<file path="config.mk">
export PLATFORM = sky130hd
export DESIGN_NAME = mul_pipe_nxn
export DESIGN_NICKNAME = d
export VERILOG_FILES = /design/src/rtl/mul_pipe_nxn.sv
export SDC_FILE = /design/constraint.sdc
export NUM_CORES = 1
export LEC_CHECK = 0
export BUFFER_PORTS_ARGS = -buffer_cell sky130_fd_sc_hd__buf_2
export CORE_MARGIN = 8
export CORE_UTILIZATION = 35
export CTS_CLUSTER_DIAMETER = 40
export DETAILED_ROUTE_END_ITERATION = 16
export PLACE_DENSITY = 0.62
export SETUP_SLACK_MARGIN = 0.05
export SYNTH_ARGS = -nofsm -noshare
export SYNTH_HDL_FRONTEND = slang
export SYNTH_SLANG_ARGS = --single-unit
</file>
<file path="constraint.sdc">
create_clock -name clk -period 6.6 [get_ports clk]
set_clock_uncertainty 0.15 [all_clocks]
set_input_delay 0.66 -clock clk [delete_from_list [all_inputs] [get_ports clk]]
set_output_delay 0.66 -clock clk [all_outputs]
set_load 0.03 [all_outputs]
</file>
<file path="src/rtl/mul_pipe_nxn.sv">
// Three-stage pipelined WIDTH x WIDTH multiplier (signed or unsigned per operation)
// built from four half-width partial products, with valid/ready flow control and flush.
module mul_pipe_nxn #(
  parameter int WIDTH = 16,
  parameter int TAG_W = 4
) (
  input  logic               clk,
  input  logic               rst_n,
  input  logic               in_valid,
  output logic               in_ready,
  input  logic               in_signed,
  input  logic [WIDTH-1:0]   in_a,
  input  logic [WIDTH-1:0]   in_b,
  input  logic [TAG_W-1:0]   in_tag,
  input  logic               flush,
  output logic               out_valid,
  input  logic               out_ready,
  output logic [2*WIDTH-1:0] out_p,
  output logic [TAG_W-1:0]   out_tag,
  output logic               out_zero
);

  localparam int H  = WIDTH / 2;
  localparam int PW = WIDTH + 2;
  localparam int OW = 2 * WIDTH;

  logic stall;
  logic accept;

  logic             s1_valid, s2_valid, s3_valid;
  logic [WIDTH-1:0] s1_a, s1_b;
  logic             s1_signed;
  logic [TAG_W-1:0] s1_tag, s2_tag;

  logic signed [PW-1:0] pp_hh_reg, pp_hl_reg, pp_lh_reg, pp_ll_reg;
  logic signed [PW-1:0] pp_hh_next, pp_hl_next, pp_lh_next, pp_ll_next;
  logic signed [H:0]    a_hi, a_lo, b_hi, b_lo;
  logic signed [OW-1:0] sum_next;

  assign stall     = s3_valid && !out_ready;
  assign in_ready  = !stall && !flush;
  assign accept    = in_valid && in_ready;
  assign out_valid = s3_valid;

  // Valid bits: flush wins over stall, reset clears them immediately.
  always_ff @(posedge clk or negedge rst_n) begin
    if (!rst_n) begin
      s1_valid <= 1'b0;
      s2_valid <= 1'b0;
      s3_valid <= 1'b0;
    end else if (flush) begin
      s1_valid <= 1'b0;
      s2_valid <= 1'b0;
      s3_valid <= 1'b0;
    end else if (!stall) begin
      s1_valid <= accept;
      s2_valid <= s1_valid;
      s3_valid <= s2_valid;
    end
  end

  // S1: operand capture
  always_ff @(posedge clk) begin
    if (!stall) begin
      s1_a      <= in_a;
      s1_b      <= in_b;
      s1_signed <= in_signed;
      s1_tag    <= in_tag;
    end
  end

  // High halves carry the operand sign when signed; low halves are always unsigned.
  always_comb begin
    a_hi = {s1_signed & s1_a[WIDTH-1], s1_a[WIDTH-1:H]};
    b_hi = {s1_signed & s1_b[WIDTH-1], s1_b[WIDTH-1:H]};
    a_lo = {1'b0, s1_a[H-1:0]};
    b_lo = {1'b0, s1_b[H-1:0]};
    pp_hh_next = PW'(a_hi) * PW'(b_hi);
    pp_hl_next = PW'(a_hi) * PW'(b_lo);
    pp_lh_next = PW'(a_lo) * PW'(b_hi);
    pp_ll_next = PW'(a_lo) * PW'(b_lo);
  end

  // S2: partial products
  always_ff @(posedge clk) begin
    if (!stall) begin
      pp_hh_reg <= pp_hh_next;
      pp_hl_reg <= pp_hl_next;
      pp_lh_reg <= pp_lh_next;
      pp_ll_reg <= pp_ll_next;
      s2_tag    <= s1_tag;
    end
  end

  always_comb begin
    sum_next = (OW'(pp_hh_reg) <<< WIDTH)
             + (OW'(pp_hl_reg) <<< H)
             + (OW'(pp_lh_reg) <<< H)
             + OW'(pp_ll_reg);
  end

  // S3: summation; outputs read zero while in reset.
  always_ff @(posedge clk or negedge rst_n) begin
    if (!rst_n) begin
      out_p    <= '0;
      out_tag  <= '0;
      out_zero <= 1'b0;
    end else if (!stall) begin
      out_p    <= sum_next;
      out_tag  <= s2_tag;
      out_zero <= s2_valid && (sum_next == '0);
    end
  end

endmodule

</file>
Word level (Yosys, flattened, before mapping)
Cells that the tools add are included.
Cells by class
  reductions and logical operators: 8
  equal/unequal tests: 1
  bitwise operators: 2
  $add $sub $neg: 3
  muxes and demuxes: 6
  multiply operators: 4
Operators with widths (count)
  $add A32 B26 Y32: 2
  $mul A9 B9 Y18: 2
  $add A32 B17 Y32: 1
  $logic_not A32 Y1: 1
  $mul A8 B8 Y16: 1
  $mul A9 B9 Y16: 1
  $mux W1: 6
  $logic_and A1 B1 Y1: 4
  $logic_not A1 Y1: 3
  $and A1 B1 Y1: 2
  $ne A2 B2 Y1 const B: 1
Word-level totals
  word-level logic and storage cells: 39
  input port bits: 42
  register bits after elaboration: 149
  output and inout port bits: 39

Depth between registers and ports, before layout
  depth after elaboration: 7
  gate-level depth with buffers: 23
  mapped depth without buffers: 21

Worst setup path before layout
OpenSTA, ideal clock, no wires.
  path kind: flip-flop to flip-flop
  start: register s1_b[15]
  end: register pp_lh_reg[17], data pin
  data arrival time: 5285 ps
  library setup time: 258 ps
  cell stages (with the launch flop): 21
  buffers on the path: 1
  slack: 908 ps
  period minus slack after synthesis: 5692 ps
  data required time: 6192 ps
  cells stage by stage: edfxtp_1 -> clkbuf_1 -> nand2_1 -> or2_2 -> fa_1 -> fa_1 -> inv_1 -> fa_1 -> fa_1 -> inv_1 -> fa_1 -> inv_1 -> ha_1 -> o21ai_1 -> a21boi_1 -> o21ai_0 -> nand2b_1 -> a21o_1 -> a41o_1 -> o41a_1 -> xnor2_1
On the way
  word-level cells in the longest chain between the ends: 2
RTL lines
  start, declared: line 31  | logic [WIDTH-1:0] s1_a, s1_b;
  start signal, assigned: line 66  | s1_b <= in_b;
  $and A1 B1 Y1: line 75  | b_hi = {s1_signed & s1_b[WIDTH-1], s1_b[WIDTH-1:H]};
  $mul A9 B9 Y18 *: line 80  | pp_lh_next = PW'(a_lo) * PW'(b_hi);
  via pp_lh_next[17]: line 36  | logic signed [PW-1:0] pp_hh_next, pp_hl_next, pp_lh_next, pp_ll_next;
  end signal, assigned: line 89  | pp_lh_reg <= pp_lh_next;
  end, declared: line 35  | logic signed [PW-1:0] pp_hh_reg, pp_hl_reg, pp_lh_reg, pp_ll_reg;
The timed path passes the listed nets; every way through them passes the cells marked *.
A chain may end at the register's enable or synchronous reset.

Worst setup path after layout
  start: register s1_signed
  end: register pp_lh_reg[17], data pin
On the way
  word-level cells in the longest chain between the ends: 2
RTL lines
  start, declared: line 32  | logic s1_signed;
  start signal, assigned: line 67  | s1_signed <= in_signed;
  $and A1 B1 Y1: line 75
  $mul A9 B9 Y18: line 80
  via pp_lh_next[17]: line 36
The timed path passes the listed nets, and every way through them passes these cells.

==> flow_summary.toml <==
[cells_and_area]
fin_nets = 2166
largest_reg_flops = 32
num-fill-cells = 4560
post-route-util_pct = 39.10
multiInputGateArea_sq_mm = 0.01087
area_growth_pct = 10.22
layout-drive-gt1-share_pct = 8.434
antenna_cells = 0
final_cell_mix = "320 x inv_1, 234 x nand2_1, 226 x fa_1, 180 x ha_1, 136 x and2_1"
regArea_sq_mm = 0.004274
final_common_cell = "inv_1"

[grt]
grt_max_degree = 83
grt_usage_pct = 14.22
antenna_found_initial = 1
grt_pass1_vias = 12030
grt_pass1_wl_microns = 61620
grt_overflow_total = 0

[cts]
clk_latency_ps = 460
post_cts_resized = 0
cts_setup_buffers = 0
ctsHoldBuffers = 0
cts_buffers = 17
tritoncts = "built"
cts_max_path_buffers = 2
clockRootBuffer = "clkbuf_16"
clkTransAtPathRegs_ps = 70
clkSinkCount = 149
cts_max_level = 4

[power_and_ir_drop]
power_density_mw_per_mm2 = 509.7
p_leak_nw = 9.052
peakVddDrop_uv = 370.7

[floorplanning]
io_pins = 81
dieWidth_microns = 233.2
die_y_microns = 233.2
core.rowCount = 79
start_util_pct = 35.48
core_area_sq_mm = 0.04656
dieArea_sq_mm = 0.05440

[setup_path]
critPathKind = "reg2reg"
cp.arrival_ps = 5910
worstSetupStartpointType = "flop"
worst-path-max-fanout = 8
crit_path_end_kind = "flop"
cp.required_ps = 6660

[synthesis]
synth-main-ff-cell = "edfxtp_1"
synth.ff_latch_count = 149
async_flop_share_pct = 26.85
synth_area_sq_mm = 0.01652
synthCells = 1653
synth-xor-area-share_pct = 3.871
yosys-mux-area-fraction_pct = 0.2045
yosys.cell_types.count = 56
yosys_warnings = 0
synth_edf_count = 109
synth_adder_area_share_pct = 41.03
synth_top_family_by_area = "adder cells"
synth.avg_cell_area_sq_um = 9.992
synth-compound-area-share_pct = 5.787
synth_nets = 2101
synthSimpleGateAreaFrac_pct = 14.87
ys_seq_area_share_pct = 25.88

[detailed_routing]
wl_per_cell_microns = 15.61
first_pass_iters = 5
via_per_inst = 4.790
drc = 0
routed_wl_microns = 36490
postRouteAntennaNets = 0
vias = 11200
drt-initial-drc-count = 604

[sta]
min_period_ps = 5850
worst_pin_slew_ps = 983.6
setup_violations = 0
tns_ps = 0
finalCritPeriodShare_pct = 88.63
relSlewSlack_pct = 34.29
rsz0062_at_grt = "no"
hold_viol = 0
max_freq_mhz = 170.9
drv_slew = 0

[placement]
hpwl_microns = 28750
io_buffer_count = 80
globalplace.congestion = 0.7898

[worst_hold_path]
hold_path_class = "in2async"

[run]
drv_cap = 0

[outcome]
run_status = "finished clean"
-- layer usage --
metal | routed length (microns) | GRT usage, %
met1 | 17150 | 18.98
met2 | 17050 | 23.53
met3 | 1812 | 2.827
met4 | 472 | 3.402
met5 | 13 | 0
-- worst paths after layout --
check,startpoint,endpoint,slack (ps),cells after the start
worst max register to register,s1_signed,pp_lh_reg[17],750,19
worst max-delay path,s1_signed,pp_lh_reg[17],750,19
min in group clk,in_b[4],s1_b[4],220,1
worst min-delay path,rst_n,out_valid,200,1
max in group asynchronous,rst_n,out_p[22],5520,1
worst min register to register,s1_tag[1],s2_tag[1],270,0
-- stage by stage --
step | area, sq um | cells | total power (W) | worst slack [ps] | hold WS [ps]
finish | 18210 | 2338 | 0.009279 | 750.3 | 195.3
global placement | 17610 | 2306 | 0.008084 | 823.2 | 253.1
global route | 18210 | 2338 | 0.01025 | 465.6 | 198.4
CTS | 18210 | 2338 | 0.009316 | 703.9 | 199.0
detailed placement | 17610 | 2306 | 0.008212 | 721.6 | 255.2
floorplan | 16520 | 1653 | 0.006632 | 907.9 | 214.4
-- cells in the mapped netlist (all sizes together), types with 5 or more instances --
master,count,share of area [%]
inv,321,7.3
nand2,234,5.3
fa,226,27
ha,180,14
and2,136,5.2
edfxtp,109,20
nor2,58,1.3
xnor2,55,2.9
clkbuf,44,1.0
a21oi,41,1.2
dfrtp,40,6.1
o21ai,31,0.96
nor3,20,0.61
xor2,18,0.95
a21o,16,0.73
and3,12,0.46
or2,10,0.38
nor2b,9,0.34
a31oi,8,0.30
nand3,8,0.24
nand2b,7,0.27
a211oi,6,0.33
nand4,6,0.23
o21a,6,0.27
or4,5,0.23
-- logic make-up after synthesis --
| group | Yosys count |
|---|---|
| xor gates and xnor gates | 73 |
| AOI/OAI and AO/OA | 142 |
| muxes | 3 |
| DFF | 149 |
| and+or+nand+nor | 512 |
| buffers and inverters | 368 |
| adders and majority gates | 406 |
-- critical path, cell delays in order, from the launching register on --
cell and delay, ps:
edfxtp_1 470, nand2_1 110, or2_2 330, fa_1 530, fa_1 550, inv_1 60
fa_1 500, fa_1 540, inv_1 60, fa_1 530, inv_1 40, ha_1 330
o21ai_1 120, a21boi_1 110, o21ai_0 150, nand2b_1 110, a21o_1 210, a41o_1 260
o41a_1 320, xnor2_1 130
-- where the power goes --
part | leakage, nW | internal (W) | switching (W)
combinational | 7.12 | 0.00268 | 0.00376
clock | 0.298 | 0.000587 | 0.000448
sequential | 1.63 | 0.00155 | 0.000255
-- cell type report --
type                       count  share of cell area [%]
multi-input combinational   1136                   59.70
sequential                   149                   23.48
inverter                     321                   6.646
tap                          607                   4.172
timing repair buffer          93                   2.735
clock buffer                  20                   2.515
clock inverter                12                  0.7491
No activity file was read; power rests on OpenSTA's default activity.
